**src/rtl/prg_inject_pkg.sv**
```systemverilog
// prg_inject_pkg
// Shared types and helpers for the PRG download/inject block.
//   prg_state_t  : controller states (IDLE, HDR, DATA, PATCH, DONE)
//   C16_PTR_LIST : default table of BASIC end-of-program pointer locations
//                  (16-bit entries, entry 0 in the lowest bits)
//   ptr_at()     : extracts entry i of a packed pointer table of aw-bit entries
package prg_inject_pkg;

   typedef enum logic [2:0] {
      IDLE,
      HDR,
      DATA,
      PATCH,
      DONE
   } prg_state_t;

   localparam int PTR_VEC_MAX = 1024;

   localparam logic [63:0] C16_PTR_LIST = {16'h009D, 16'h0031, 16'h002F, 16'h002D};

   // The table is passed zero-padded to a fixed maximum width so one helper
   // serves every address width; the result is masked down to aw bits.
   function automatic logic [31:0] ptr_at(input logic [PTR_VEC_MAX-1:0] list,
                                          input int unsigned aw,
                                          input int unsigned i);
      return 32'(list >> (i * aw)) & ((32'd1 << aw) - 32'd1);
   endfunction

endpackage

```
**src/rtl/prg_hold_reg.sv**
```systemverilog
// prg_hold_reg
// One-entry skid register between the ioctl byte stream and the RAM port.
//   clk_sys   : system clock
//   reset     : synchronous, active-high
//   clear     : empties the register (download restart)
//   in_valid  : a byte is offered this cycle
//   in_data   : offered byte
//   out_ready : downstream accepts the held byte this cycle
//   out_valid : register holds a byte
//   out_data  : held byte
//   wait_req  : register full and not draining this cycle (stall the source)
//   empty     : register holds nothing
module prg_hold_reg
   import prg_inject_pkg::*;
(
   input  logic       clk_sys,
   input  logic       reset,
   input  logic       clear,
   input  logic       in_valid,
   input  logic [7:0] in_data,
   input  logic       out_ready,
   output logic       out_valid,
   output logic [7:0] out_data,
   output logic       wait_req,
   output logic       empty
);

   logic       full;
   logic [7:0] data;
   logic       out_fire;

   assign out_fire  = full & out_ready;
   assign out_valid = full;
   assign out_data  = data;
   assign wait_req  = full & ~out_fire;
   assign empty     = ~full;

   // A new byte may enter when the register is empty or is being drained in
   // the same cycle; a byte offered while full and stalled is dropped, since
   // the source is expected to honour wait_req.
   always_ff @(posedge clk_sys) begin
      if (reset || clear) begin
         full <= 1'b0;
         data <= 8'h00;
      end else if (in_valid && (!full || out_fire)) begin
         full <= 1'b1;
         data <= in_data;
      end else if (out_fire) begin
         full <= 1'b0;
      end
   end

endmodule

```
**src/rtl/prg_inject.sv**
```systemverilog
// prg_inject
// Streams a PRG file from the HPS ioctl interface into main RAM. The first
// two file bytes form a little-endian load address, the rest is payload.
// After the payload the BASIC end-of-program pointers listed in PTR_LIST are
// patched with the first free address.
//   clk_sys, reset         : clock, synchronous active-high reset
//   ioctl_download/index   : download in progress / file index
//   ioctl_wr/addr/dout     : byte strobe, byte offset, byte data
//   ioctl_wait             : stall request back to the HPS
//   mem_addr/data/wr/ready : RAM write port, valid held until ready
//   busy                   : controller not idle
//   load_start/load_end    : load address / first free address after payload
//   done                   : one-cycle pulse when the load completes
//   error                  : sticky short-file or address-wrap flag
module prg_inject
   import prg_inject_pkg::*;
#(
   parameter int AW = 16,
   parameter int NPTR = 4,
   parameter logic [((NPTR > 0) ? NPTR * AW : 1) - 1:0] PTR_LIST = C16_PTR_LIST,
   parameter logic [7:0] PRG_INDEX = 8'd1
) (
   input  logic          clk_sys,
   input  logic          reset,
   input  logic          ioctl_download,
   input  logic [7:0]    ioctl_index,
   input  logic          ioctl_wr,
   input  logic [24:0]   ioctl_addr,
   input  logic [7:0]    ioctl_dout,
   output logic          ioctl_wait,
   output logic [AW-1:0] mem_addr,
   output logic [7:0]    mem_data,
   output logic          mem_wr,
   input  logic          mem_ready,
   output logic          busy,
   output logic [AW-1:0] load_start,
   output logic [AW-1:0] load_end,
   output logic          done,
   output logic          error
);

   localparam logic [AW-1:0] ADDR_MAX = '1;
   localparam int PCW = (NPTR > 1) ? $clog2(2 * NPTR) : 1;
   localparam logic [PCW-1:0] PATCH_LAST = PCW'(2 * NPTR - 1);
   localparam logic [PTR_VEC_MAX-1:0] PTR_VEC = PTR_VEC_MAX'(PTR_LIST);

   prg_state_t     state;
   prg_state_t     next_state;
   logic           active_dl;
   logic           active_q;
   logic           dl_rise;
   logic [AW-1:0]  wp;
   logic [PCW-1:0] pidx;
   logic           wr_enable;
   logic           data_fire;
   logic           wrap_hit;
   logic           hold_load;
   logic           hold_valid;
   logic           hold_empty;
   logic           hold_wait;
   logic [7:0]     hold_data;
   logic [AW-1:0]  hdr_addr;
   logic [AW-1:0]  patch_addr;
   logic [7:0]     patch_data;

   // Only downloads of our own file index exist as far as this block is
   // concerned. A rising edge restarts the load from any state, so payload
   // writes are suppressed in that cycle to avoid a stray RAM write.
   assign active_dl = ioctl_download & (ioctl_index == PRG_INDEX);
   assign dl_rise   = active_dl & ~active_q;
   assign wr_enable = (state == DATA) & ~error & ~dl_rise;
   assign data_fire = hold_valid & wr_enable & mem_ready;
   assign wrap_hit  = data_fire & (wp == ADDR_MAX);

   // Bytes are refused once the address space is exhausted, including a byte
   // arriving in the very cycle the last address is written; this keeps the
   // holding register empty so ioctl_wait cannot stick high after a wrap.
   assign hold_load = (state == DATA) & active_dl & ioctl_wr & ~error & ~wrap_hit;

   // The header address is always 16 bits in the file; it is truncated or
   // zero-extended to the RAM address width.
   assign hdr_addr = AW'({ioctl_dout, load_start[7:0]});

   // Patch writes alternate low byte / high byte for each table entry.
   assign patch_addr = AW'(ptr_at(PTR_VEC, AW, 32'(pidx >> 1))) + AW'(pidx[0]);
   assign patch_data = pidx[0] ? 8'(load_end >> 8) : load_end[7:0];

   assign ioctl_wait = hold_wait;
   assign busy       = (state != IDLE);

   prg_hold_reg u_hold (
      .clk_sys   (clk_sys),
      .reset     (reset),
      .clear     (dl_rise),
      .in_valid  (hold_load),
      .in_data   (ioctl_dout),
      .out_ready (wr_enable & mem_ready),
      .out_valid (hold_valid),
      .out_data  (hold_data),
      .wait_req  (hold_wait),
      .empty     (hold_empty)
   );

   // State register.
   always_ff @(posedge clk_sys) begin
      if (reset) begin
         state <= IDLE;
      end else begin
         state <= next_state;
      end
   end

   // Next-state and RAM port control. The payload must be fully drained before
   // the download end is acted on; a wrapped load skips the pointer patch but
   // still reports completion.
   always_comb begin
      next_state = state;
      mem_wr     = 1'b0;
      mem_addr   = '0;
      mem_data   = 8'h00;
      done       = 1'b0;
      case (state)
         IDLE: begin
         end
         HDR: begin
            if (!active_dl) begin
               next_state = IDLE;
            end else if (ioctl_wr && (ioctl_addr == 25'd1)) begin
               next_state = DATA;
            end
         end
         DATA: begin
            mem_wr   = hold_valid & wr_enable;
            mem_addr = wp;
            mem_data = hold_data;
            if (!active_dl && hold_empty) begin
               next_state = (error || (NPTR == 0)) ? DONE : PATCH;
            end
         end
         PATCH: begin
            mem_wr   = ~dl_rise;
            mem_addr = patch_addr;
            mem_data = patch_data;
            if (mem_ready && (pidx == PATCH_LAST)) begin
               next_state = DONE;
            end
         end
         DONE: begin
            done       = 1'b1;
            next_state = IDLE;
         end
         default: begin
            next_state = IDLE;
         end
      endcase
      if (dl_rise) begin
         next_state = HDR;
      end
   end

   // Datapath: header capture, write pointer, load_end tracking, error flag
   // and patch index. At the top of the address space load_end stays frozen
   // at the last address instead of wrapping to zero.
   always_ff @(posedge clk_sys) begin
      if (reset) begin
         active_q   <= 1'b0;
         error      <= 1'b0;
         load_start <= '0;
         load_end   <= '0;
         wp         <= '0;
         pidx       <= '0;
      end else begin
         active_q <= active_dl;

         if (dl_rise) begin
            error <= 1'b0;
         end else if ((state == HDR) && !active_dl) begin
            error <= 1'b1;
         end else if (wrap_hit) begin
            error <= 1'b1;
         end

         if ((state == HDR) && active_dl && ioctl_wr && !dl_rise) begin
            if (ioctl_addr == 25'd0) begin
               load_start[7:0] <= ioctl_dout;
            end else if (ioctl_addr == 25'd1) begin
               load_start <= hdr_addr;
               load_end   <= hdr_addr;
               wp         <= hdr_addr;
            end
         end

         if (data_fire && !wrap_hit) begin
            wp       <= wp + 1'b1;
            load_end <= wp + 1'b1;
         end

         if (state != PATCH) begin
            pidx <= '0;
         end else if (mem_ready && !dl_rise) begin
            pidx <= pidx + 1'b1;
         end
      end
   end

endmodule

```
**config.mk**
```make
export PLATFORM = sky130hd
export DESIGN_NAME = prg_inject
export DESIGN_NICKNAME = d
export VERILOG_FILES = /design/src/rtl/prg_inject_pkg.sv /design/src/rtl/prg_hold_reg.sv /design/src/rtl/prg_inject.sv
export SDC_FILE = /design/constraint.sdc
export NUM_CORES = 1
export LEC_CHECK = 0
export ABC_AREA = 1
export CAP_MARGIN = 20
export CORE_MARGIN = 2
export CORE_UTILIZATION = 30
export CTS_CLUSTER_DIAMETER = 50
export DETAILED_ROUTE_END_ITERATION = 12
export GPL_ROUTABILITY_DRIVEN = 0
export SLEW_MARGIN = 20
export SYNTH_ARGS = -nofsm -noshare
export SYNTH_HDL_FRONTEND = slang
export SYNTH_SLANG_ARGS = --single-unit
export TNS_END_PERCENT = 5
```
**constraint.sdc**
```tcl
create_clock -name clk_sys -period 4.3 [get_ports clk_sys]
set_input_delay 1.29 -clock clk_sys [delete_from_list [all_inputs] [get_ports clk_sys]]
set_output_delay 1.29 -clock clk_sys [all_outputs]
set_load 0.01 [all_outputs]
```
After elaboration in Yosys (flattened, before gate mapping)
Index checks and enable logic that the tools add are counted.
W data, S select, Z words.
Storage, ports and cells
  register bits: 49
  bits in latches: 0
  memory bits (writable): 0
  bits in read-only memories: 0
  output and inout bits: 61
  word-level logic and storage cells: 104
  memories: 0
Operators by class
  $add $sub $neg: 3
  multipliers: 0
  divide/modulo/power cells: 0
  magnitude comparators: 0
  equality and inequality tests: 17
  shift operators: 1
  multiplexer cells: 21
  bitwise logic cells: 22
  reduce and logical (&&, ||, !) cells: 30
Operators with widths (count)
  $mux W16: 4
  $shr A56 B6 Y16 const A: 1
  $pmux W16 S2: 1
  $eq A25 B1 Y1 const B: 1
  $logic_not A25 Y1: 1
  $add A16 B1 Y16: 1
  $add A16 B1 Y16 const B: 1
  $eq A16 B16 Y1 const B: 1
  $mux W8: 2
  $pmux W8 S2: 1
  $mux W3: 5
  $and A1 B1 Y1: 14
  $pmux W3 S4: 1
  $logic_and A1 B1 Y1: 10
  $eq A8 B1 Y1 const B: 1
  $not A1 Y1: 8
  $reduce_and A4 Y1: 2
  $reduce_bool A2 Y1: 4
  $eq A3 B2 Y1 const B: 2
  $eq A3 B3 Y1 const B: 2
  $mux W1: 6
  $ne A3 B2 Y1 const B: 2
  $ne A3 B3 Y1 const B: 2
  $reduce_and A3 Y1: 2
  12 further kinds: 19

Logic depth before layout (Yosys ltp)
Gate-level depths: netlist of run 1.
  word-level depth: 12
  mapped depth: 13
  depth with buffers taken out: 12

Modules after synthesis
Synthesis of run 1 repeated with hierarchy kept, for this count alone.
Unflattened totals
  cells, all modules: 518
  area, all modules: 3314.4 um^2
Modules (own cells, without submodules)
  prg_inject: instances 1, cells each 460, area each 2895.3 um^2, seq. area each 800.8 um^2
  prg_hold_reg: instances 1, cells each 58, area each 419.2 um^2, seq. area each 180.2 um^2

Worst setup path after synthesis of run 1
No wires, ideal clock.
  path type: input-to-output
  from: input port ioctl_index[6]
  to: output port ioctl_wait
  arrival time: 2105 ps
  data required time: 3010 ps
  path slack: 905 ps
  stages: 9
  cell sequence: inv_1 nand2_1 nor2_1 inv_1 nor2_1 nand2_2 nand3_1 nand2_2 inv_1
On the way
  cells in the longest elaborated chain, start to end: 9
RTL lines
  from (decl): line prg_inject.sv:26  | input logic [7:0] ioctl_index,
  $eq A8 B1 Y1: line prg_inject.sv:69  | assign active_dl = ioctl_download & (ioctl_index == PRG_INDEX);
  $and A1 B1 Y1: line prg_inject.sv:69
  $and A1 B1 Y1: line prg_inject.sv:70  | assign dl_rise = active_dl & ~active_q;
  $not A1 Y1: line prg_inject.sv:71  | assign wr_enable = (state == DATA) & ~error & ~dl_rise;
  $and A1 B1 Y1: line prg_inject.sv:71
  $and A1 B1 Y1: line prg_inject.sv:97  | .out_ready (wr_enable & mem_ready),
  $and A1 B1 Y1: line prg_hold_reg.sv:32  | assign out_fire = full & out_ready;
  $not A1 Y1: line prg_hold_reg.sv:35  | assign wait_req = full & ~out_fire;
  $and A1 B1 Y1: line prg_hold_reg.sv:35
  to (decl): line prg_inject.sv:30  | output logic ioctl_wait,
Every way passes these cells.

Worst setup path after layout of run 1
  from: input port ioctl_index[2]
  to: output port mem_wr
On the way
  cells in the longest elaborated chain, start to end: 7
RTL lines
  $eq A8 B1 Y1 (*): line prg_inject.sv:69
  $and A1 B1 Y1 (*): line prg_inject.sv:69
  $and A1 B1 Y1 (*): line prg_inject.sv:70
  $not A1 Y1 (*): line prg_inject.sv:71, prg_inject.sv:141
  $and A1 B1 Y1: line prg_inject.sv:71
  $and A1 B1 Y1: line prg_inject.sv:133  | mem_wr = hold_valid & wr_enable;
  $pmux W1 S2 (*): line prg_inject.sv:122  | case (state)
  to (decl): line prg_inject.sv:33  | output logic mem_wr,
Every way passes the cells marked *; elsewhere a longest branch is shown, timed or not.

==> out/qor.csv, run 1 <==
metric,value,unit
hpwl,8270,µm
finalCritPeriodShare,96.4,%
finalHoldViolations,0,
top_layer_used,met4,
tns,0,ns
die_area,0.0115,mm²
power_switching,0.185,mW
postCtsHoldBufs,0,
fillerInstances,1102,
coreArea,0.0103,mm²
synth.distinct_cells,35,
die_y,107,µm
drive_above_1_share,7.53,%
drv_slew,0,
critPathArrivalTime,2.86,ns
critPathKind,primary input to output port,
pwr_density_cell,187,mW/mm²
ys_ff_latch,49,
synth-adder-area-share,1.96,%
design_area,0.00455,mm²
combinationalPowerShare,8.5,%
final-setup-viol-count,0,
ys_warn_count,0,
r2r-start,wp[0],
die_w,107,µm
drt_pass1_iterations,5,
cts.htree.levels,2,
hp-class,register to register,
ant_nets,0,
yosysSeqAreaShare,30.8,%
cts_tree,built,
r2r_cells,11,
num_vias,3668,
ir_worst_vdd,0.000176,V
clkPwrFrac,38.3,%
holdPathStages,2,
netlist_area,0.00319,mm²
port_buffers,106,
clockRootBuffer,clkbuf_8,
wirelength,10700,µm
avgRoutedWirePerCell,14.0,µm
synth.mux.area_fraction,0,%
wl_met3,690,µm
grt-ovfl-total,0,
antenna_found_initial,0,
status,finished clean,
max_freq,0.241,GHz
holdPathEnd,load_start[14],
p_int,0.667,mW
netSwitchingFraction,21.7,%
drtIter0Drc,199,
grt_pass1_vias,3571,
dpl_cell_area,0.00442,mm²
grtUsageTotal,18.9,%
grt_setup_unrepaired,false,
startpoint_type,primary input,
clk_pin_slew_worst_paths,0.09,ns
wl_met2,5040,µm
start_util,30.9,%
maxCapViolations,0,
boundaryPins,107,
cp-end-kind,output port,
rows,37,
p_leak,1.85,nW
cp_max_fo,3,
clkLatencyLatePin,0.31,ns
tightest_slew,0.773,ns
worstPathRequired,3.01,ns
cts_buffers,5,
preCtsSetupSlack,-0.0341,ns
p_seq_share,53.3,%
synthSimpleGateAreaFrac,41.0,%
regToRegEndpoint,wp[5],
synth_compound_area_share,11.4,%
grt_pass1_wl,17300,µm
cts.path.max_buffers,2,
synthXorXnorAreaFrac,3.30,%
fin_ws,0.154,ns
reg2reg_setup_slack,2.27,ns
finalCriticalPeriod,4.15,ns
clock-sinks,49,
final.setup_skew,0.0125,ns
relSlewSlack,48.4,%
avgSynthCellArea,6.20,µm²
synth_top_family_by_area,simple AND/OR/NAND/NOR gates,
synthToLayoutAreaGrowth,42.6,%
synth_nets,565,
grt_max_degree,25,
vias_per_cell,4.83,
met1_length,4690,µm
antenna-diode-count,0,
drcViolationCount,0,
nets,675,
synth_cells,514,
holdCritStartpoint,load_start[14],
## Yosys cell counts (all sizes together)
| cell | instances | area, µm² |
|---|---|---|
| a211oi | 1 | 7.51 |
| a21oi | 29 | 145 |
| a22o | 1 | 8.76 |
| a31oi | 1 | 6.26 |
| buf | 10 | 61.3 |
| clkbuf | 5 | 18.8 |
| clkinv | 2 | 7.51 |
| dfxtp | 49 | 981 |
| ha | 5 | 62.6 |
| inv | 75 | 282 |
| nand2 | 132 | 515 |
| nand3 | 54 | 288 |
| nand3b | 1 | 7.51 |
| nand4 | 7 | 71.3 |
| nor2 | 87 | 385 |
| nor3 | 7 | 40.0 |
| o21ai | 25 | 125 |
| o22ai | 10 | 62.6 |
| o32ai | 1 | 8.76 |
| xnor2 | 1 | 8.76 |
| xor2 | 11 | 96.3 |
## worst max-delay path, cell delays in order
cell             delay, ns
clkdlybuf4s50_1       0.44
nor2_2                0.15
nand3_1               0.11
nor2_2                0.17
nand2_2               0.08
o21ai_0               0.09
inv_1                 0.05
clkdlybuf4s50_1       0.47
## routing by layer
| metal | track usage (%) | up-vias |
|---|---|---|
| met3 | 2.92 | 22 |
| met4 | 5.57 | 0 |
| met5 | 0 | - |
| met1 | 24.6 | 1657 |
| met2 | 32.1 | 138 |
| li1 | - | 1851 |
## registers in the layout (all words and copies together), names as in the netlist
name,count
active_q,1
error,1
load_start,16
pidx,3
state,3
u_hold.out_data,8
u_hold.out_valid,1
wp,16
## cell usage in the layout, fill, tap and decap left out, types with 6 or more instances in the layout
cell type and instances:
nand2_1 126, clkdlybuf4s50_1 105, inv_1 73, nor2_1 73
nand3_1 52, dfxtp_1 49, a21oi_1 29, o21ai_0 24
buf_4 12, xor2_1 11, o22ai_1 10, nor2_2 9
nor3_1 6
## power by group through the flow
| stage | clock network, mW | logic, mW | registers [mW] |
|---|---|---|---|
| after global placement | 0 | 0.0690 | 0.464 |
| after detailed placement | 0 | 0.0702 | 0.464 |
| after CTS | 0.331 | 0.0705 | 0.453 |
| after global routing | 0.351 | 0.0790 | 0.454 |
| after floorplan | 0 | 0.0166 | 0.464 |
| final | 0.326 | 0.0720 | 0.453 |
## area by class of cell
class                      instances  area (µm²)  share of cell area, %
clock buffer                       5        68.8                   1.51
clock inverter                     2        35.0                  0.771
inverter                          77         289                   6.36
multi-input combinational        373        1850                   40.7
sequential                        49         981                   21.6
tap                              136         170                   3.74
timing repair buffer             118        1150                   25.4
## stage by stage
| step | hold slack [ns] | power (mW) | utilization (%) | instances |
|---|---|---|---|---|
| finish | 0.464 | 0.851 | 44.0 | 760 |
| global route | 0.495 | 0.884 | 44.0 | 760 |
| CTS | 0.468 | 0.855 | 43.8 | 758 |
| detailed placement | 0.455 | 0.534 | 42.8 | 751 |
| global placement | 0.455 | 0.533 | 42.8 | 751 |
| floorplan | 0.479 | 0.481 | - | 514 |
## cells by family after synthesis
| family | Yosys count |
|---|---|
| and+or+nand+nor | 288 |
| adders and majority gates | 5 |
| buffers and inverters | 92 |
| xor gates and xnor gates | 12 |
| AOI/OAI and AO/OA | 68 |
| DFF | 49 |
## worst max path at each step
| stage | start | endpoint | slack, ns | depth (start not counted) |
|---|---|---|---|---|
| 2_1_floorplan | ioctl_index[6] | ioctl_wait | 0.90 | 9 |
| 3_3_place_gp | ioctl_download | ioctl_wait | 0.04 | 10 |
| 3_5_place_dp | ioctl_download | ioctl_wait | -0.03 | 10 |
| 4_1_cts | ioctl_download | ioctl_wait | 0.01 | 10 |
| 5_1_grt | ioctl_index[5] | mem_wr | 0.07 | 8 |
| 6_report | ioctl_index[2] | mem_wr | 0.15 | 8 |
## what timing repair did
item                       in CTS  in global routing
setup endpoints to repair       1                  2
gates resized for setup         1                  4
pin swaps                       0                  2
buffers inserted                0                  2
Power figures use the tool's default switching activity.
==> run 2, diff against run 1 <==
--- a/config.mk
+++ b/config.mk
@@ -12,6 +12,7 @@
 export CTS_CLUSTER_DIAMETER = 50
 export DETAILED_ROUTE_END_ITERATION = 12
 export GPL_ROUTABILITY_DRIVEN = 0
+export SETUP_SLACK_MARGIN = 0.02
 export SLEW_MARGIN = 20
 export SYNTH_ARGS = -nofsm -noshare
 export SYNTH_HDL_FRONTEND = slang
==> run 2 against run 1 <==
Critical path depth grew 1. Non-clock buffer count shrank 1. Sequential power is essentially flat. Wire length shrank 0.41%. Critical endpoint unchanged. Highest routed layer unchanged.
==> out/qor.csv, run 2 (synthesis results as in run 1) <==
metric,value,unit,change
ir_worst_vdd,0.000176,V,about the same
r2r_cells,11,,unchanged
fillerInstances,1102,,unchanged
drt_pass1_iterations,5,,unchanged
p_int,0.666,mW,about the same
critPathKind,primary input to output port,,
clockRootBuffer,clkbuf_8,,
status,finished clean,,
pwr_density_cell,187,mW/mm²,about the same
synthToLayoutAreaGrowth,42.3,%,
clk_pin_slew_worst_paths,0.09,ns,about the same
postCtsHoldBufs,0,,unchanged
grtUsageTotal,18.9,%,unchanged
startpoint_type,primary input,,
cp_max_fo,3,,unchanged
avgRoutedWirePerCell,14.0,µm,-0.28%
p_seq_share,53.4,%,about the same
wirelength,10600,µm,-0.41%
combinationalPowerShare,8.3,%,-0.2 points
regToRegEndpoint,wp[5],,
tightest_slew,0.737,ns,-0.0362 ns
drcViolationCount,0,,unchanged
antenna_found_initial,0,,unchanged
clkPwrFrac,38.3,%,about the same
cp-end-kind,output port,,
nets,674,,-0.15%
final.setup_skew,0.0101,ns,-0.00240 ns
design_area,0.00454,mm²,-0.22%
hold_ws,0.464,ns,-0.0000250 ns
boundaryPins,107,,unchanged
rows,37,,unchanged
die_area,0.0115,mm²,unchanged
fin_ws,0.158,ns,+0.00417 ns
coreArea,0.0103,mm²,unchanged
cts_tree,built,,
relSlewSlack,50.8,%,+2.4 points
r2r-start,wp[0],,
power_switching,0.184,mW,-0.61%
worstPathRequired,3.01,ns,about the same
layout_common_cells,"nand2_1, clkdlybuf4s50_1, nor2_1, inv_1, nand3_1",,
die_y,107,µm,unchanged
preCtsSetupSlack,-0.0341,ns,unchanged
netSwitchingFraction,21.6,%,-0.087 points
cts.path.max_buffers,2,,unchanged
ant_nets,0,,unchanged
hpwl,8270,µm,unchanged
hp-class,register to register,,
antenna-diode-count,0,,unchanged
port_buffers,106,,unchanged
grt-ovfl-total,0,,unchanged
clkLatencyLatePin,0.30,ns,about the same
p_leak,1.84,nW,-0.27%
grt_max_degree,25,,unchanged
grt_pass1_vias,3571,,unchanged
drtIter0Drc,205,,+3.0%
start_util,30.9,%,unchanged
drv_slew,0,,unchanged
grt_setup_unrepaired,false,,
drive_above_1_share,7.22,%,-0.31 points
grt_pass1_wl,17300,µm,unchanged
dpl_cell_area,0.00442,mm²,unchanged
holdPathStages,2,,unchanged
num_vias,3629,,-1.1%
finalCriticalPeriod,4.14,ns,-0.00418 ns
vias_per_cell,4.78,,-0.93%
dpl.cell_count,751,,unchanged
p_total,0.850,mW,-0.21%
stdcell_count,759,,-0.13%
holdCritStartpoint,load_start[14],,
final-setup-viol-count,0,,unchanged
reg2reg_setup_slack,2.27,ns,about the same
cts_buffers,5,,unchanged
maxCapViolations,0,,unchanged
die_w,107,µm,unchanged
critPathArrivalTime,2.85,ns,about the same
max_freq,0.241,GHz,+0.10%
finalCritPeriodShare,96.3,%,-0.097 points
final_common_cell,nand2_1,,
finalHoldViolations,0,,unchanged
holdPathEnd,load_start[14],,
clock-sinks,49,,unchanged
cts.htree.levels,2,,unchanged
-- run 2: area by class of cell --
class / instances / area [µm²] / share of cell area, %
Sequential cell: 49 / 981 / 21.6
Inverter: 77 / 289 / 6.37
Clock inverter: 2 / 35.0 / 0.772
Multi-Input combinational cell: 373 / 1850 / 40.7
Clock buffer: 5 / 68.8 / 1.52
Tap cell: 136 / 170 / 3.75
Timing Repair Buffer: 117 / 1150 / 25.3
-- run 2: metrics by stage --
step	util, %	TNS, ns
2_1_floorplan	-	0
3_3_place_gp	42.8	0
3_5_place_dp	42.8	-0.0341
4_1_cts	43.8	0
5_1_grt	43.9	0
6_report	43.9	0
-- run 2: worst max-delay path by stage --
| stage | startpoint | to |
|---|---|---|
| finish | ioctl_download | mem_wr |
| global route | ioctl_download | mem_wr |
| CTS | ioctl_download | ioctl_wait |
| detailed placement | ioctl_download | ioctl_wait |
| global placement | ioctl_download | ioctl_wait |
| floorplan | ioctl_index[6] | ioctl_wait |
-- run 2: repair_timing --
| item | CTS | global route |
|---|---|---|
| hold endpoints to repair | 0 | 0 |
| pin swaps | 1 | 2 |
| setup buffers | 0 | 1 |
| gates resized for setup | 1 | 3 |
| endpoints found under the setup margin | 1 | 2 |
-- run 2: power groups by stage --
stage / sequential (mW) / combinational, mW / clock, mW
6_report: 0.453 / 0.0708 / 0.325
5_1_grt: 0.454 / 0.0779 / 0.351
4_1_cts: 0.453 / 0.0705 / 0.331
3_5_place_dp: 0.464 / 0.0702 / 0
3_3_place_gp: 0.464 / 0.0690 / 0
2_1_floorplan: 0.464 / 0.0166 / 0
-- run 2: critical path, stage by stage --
cell	delay [ns]
clkdlybuf4s50_1	0.46
nand2_1	0.06
nor2_2	0.11
inv_1	0.07
nor2_2	0.16
nand2_2	0.08
o21ai_0	0.09
inv_1	0.05
clkdlybuf4s50_1	0.47
-- run 2: layer usage --
metal	vias to the layer above	global-route usage, %	share of wire, %
met5	-	0	0
met3	16	2.92	5.9
met2	119	32.1	48
met1	1647	24.6	44
li1	1847	-	-
met4	0	5.57	2.0
==> run 3, diff against run 2 <==
--- a/config.mk
+++ b/config.mk
@@ -7,7 +7,6 @@
 export LEC_CHECK = 0
 export ABC_AREA = 1
 export CAP_MARGIN = 20
-export CORE_MARGIN = 2
 export CORE_UTILIZATION = 30
 export CTS_CLUSTER_DIAMETER = 50
 export DETAILED_ROUTE_END_ITERATION = 12
==> run 3 against run 2 <==
Clock skew up 0.0050 ns. Cell count increased by 0.13%. Combinational power hardly changed. Critical path depth fell by 1. Flip-flop and latch count is the same. Via count grew 1.2%. Global-route usage increased by 0.96 points. Sequential power is essentially flat. Setup slack gained 0.0056 ns. Clock power shrank 13%.
==> out/qor.csv, run 3 (synthesis results as in run 1) <==
metric,value,unit,change
status,finished clean,,
cp_max_fo,3,,unchanged
clkLatencyLatePin,0.31,ns,about the same
holdPathStages,2,,unchanged
clk_pin_slew_worst_paths,0.09,ns,about the same
synthToLayoutAreaGrowth,41.6,%,
fin_ws,0.164,ns,+0.00558 ns
r2r-start,state[0],,
start_util,30.9,%,unchanged
startpoint_type,primary input,,
boundaryPins,107,,unchanged
hold_ws,0.472,ns,+0.00838 ns
drv_slew,0,,unchanged
grt_pass1_vias,3544,,-0.76%
clock-sinks,49,,unchanged
antenna_found_initial,0,,unchanged
drt_pass1_iterations,5,,unchanged
p_leak,1.83,nW,-0.90%
grt_max_degree,25,,unchanged
cp-end-kind,output port,,
wirelength,10700,µm,+0.49%
cts.path.max_buffers,2,,unchanged
maxCapViolations,0,,unchanged
port_buffers,106,,unchanged
critPathKind,primary input to output port,,
hpwl,8310,µm,+0.42%
holdCritStartpoint,load_start[12],,
reg2reg_setup_slack,2.04,ns,-0.23 ns
critPathArrivalTime,2.85,ns,about the same
holdPathEnd,load_start[12],,
clockRootBuffer,clkbuf_8,,
worstPathRequired,3.01,ns,about the same
grt-ovfl-total,0,,unchanged
cts_tree,built,,
coreArea,0.0103,mm²,unchanged
drcViolationCount,0,,unchanged
final.setup_skew,0.0151,ns,+0.00504 ns
preCtsSetupSlack,0.0158,ns,+0.0499 ns
tightest_slew,0.760,ns,+0.0228 ns
vias_per_cell,4.83,,+1.1%
r2r_cells,11,,unchanged
finalCritPeriodShare,96.2,%,-0.13 points
num_vias,3674,,+1.2%
die_area,0.0110,mm²,-3.7%
drtIter0Drc,267,,+30%
drive_above_1_share,6.89,%,-0.33 points
ant_nets,0,,unchanged
grt_setup_unrepaired,false,,
design_area,0.00452,mm²,-0.47%
cts_buffers,5,,unchanged
antenna-diode-count,0,,unchanged
final-setup-viol-count,0,,unchanged
pwr_density_cell,179,mW/mm²,-4.6%
avgRoutedWirePerCell,14.0,µm,+0.36%
postCtsHoldBufs,0,,unchanged
nets,674,,unchanged
layout_common_cells,"nand2_1, clkdlybuf4s50_1, nor2_1, inv_1, nand3_1",,
hp-class,register to register,,
die_y,105,µm,-1.9%
relSlewSlack,49.3,%,-1.5 points
finalCriticalPeriod,4.14,ns,-0.00558 ns
cts.htree.levels,2,,unchanged
p_total,0.807,mW,-5.0%
ir_worst_vdd,0.000135,V,-23%
rows,37,,unchanged
regToRegEndpoint,wp[14],,
tns,0,ns,unchanged
final_common_cell,nand2_1,,
grtUsageTotal,19.9,%,+0.96 points
dpl_cell_area,0.00442,mm²,unchanged
die_w,105,µm,-1.9%
max_freq,0.242,GHz,+0.14%
finalHoldViolations,0,,unchanged
grt_pass1_wl,17500,µm,+0.76%
==> run 3: routing by layer <==
metal / wire length, µm / up-vias / GRT usage (%)
li1: - / 1844 / -
met1: 4870 / 1683 / 26.5
met2: 5010 / 128 / 33.1
met3: 572 / 19 / 2.74
met4: 215 / 0 / 6.24
met5: 0 / - / 0
==> run 3: worst max path at each step <==
| stage | from | endpoint | slack (ns) | cells past startpoint |
|---|---|---|---|---|
| floorplan | ioctl_index[6] | ioctl_wait | 0.90 | 9 |
| global placement | ioctl_download | ioctl_wait | 0.05 | 10 |
| detailed placement | ioctl_download | ioctl_wait | 0.02 | 10 |
| CTS | ioctl_download | ioctl_wait | 0.06 | 10 |
| global route | ioctl_index[0] | mem_wr | 0.05 | 9 |
| finish | ioctl_index[3] | mem_wr | 0.16 | 8 |
==> run 3: critical path, stage by stage <==
cell             delay (ns)
clkdlybuf4s50_1        0.43
nor2_1                 0.17
nand3_1                0.11
nor2_2                 0.16
nand2_2                0.08
o21ai_0                0.08
inv_1                  0.05
clkdlybuf4s50_1        0.47
==> run 3: through the flow <==
| step | utilization (%) | cells |
|---|---|---|
| 2_1_floorplan | - | 514 |
| 3_3_place_gp | 42.8 | 751 |
| 3_5_place_dp | 42.8 | 751 |
| 4_1_cts | 43.6 | 759 |
| 5_1_grt | 43.7 | 760 |
| 6_report | 43.7 | 760 |
==> run 3: final cells by class <==
type / count / area [µm²]
Clock buffer: 6 / 72.6
Fill cell: 1090 / 5810
Timing Repair Buffer: 117 / 1150
Sequential cell: 49 / 981
Inverter: 77 / 289
Tap cell: 136 / 170
Multi-Input combinational cell: 373 / 1840
Clock inverter: 2 / 15.0
==> run 3: timing repair <==
action | CTS | global route
buffers inserted | 0 | 1
pin swaps | 0 | 1
endpoints found under the setup margin | 1 | 1
cloned | 0 | 0
gates resized for setup | 1 | 1
==> run 3: report_power, final <==
part | internal, mW | switching, mW
combinational | 0.0431 | 0.0275
sequential | 0.453 | 0.0000752
clock | 0.115 | 0.167
total | 0.612 | 0.195
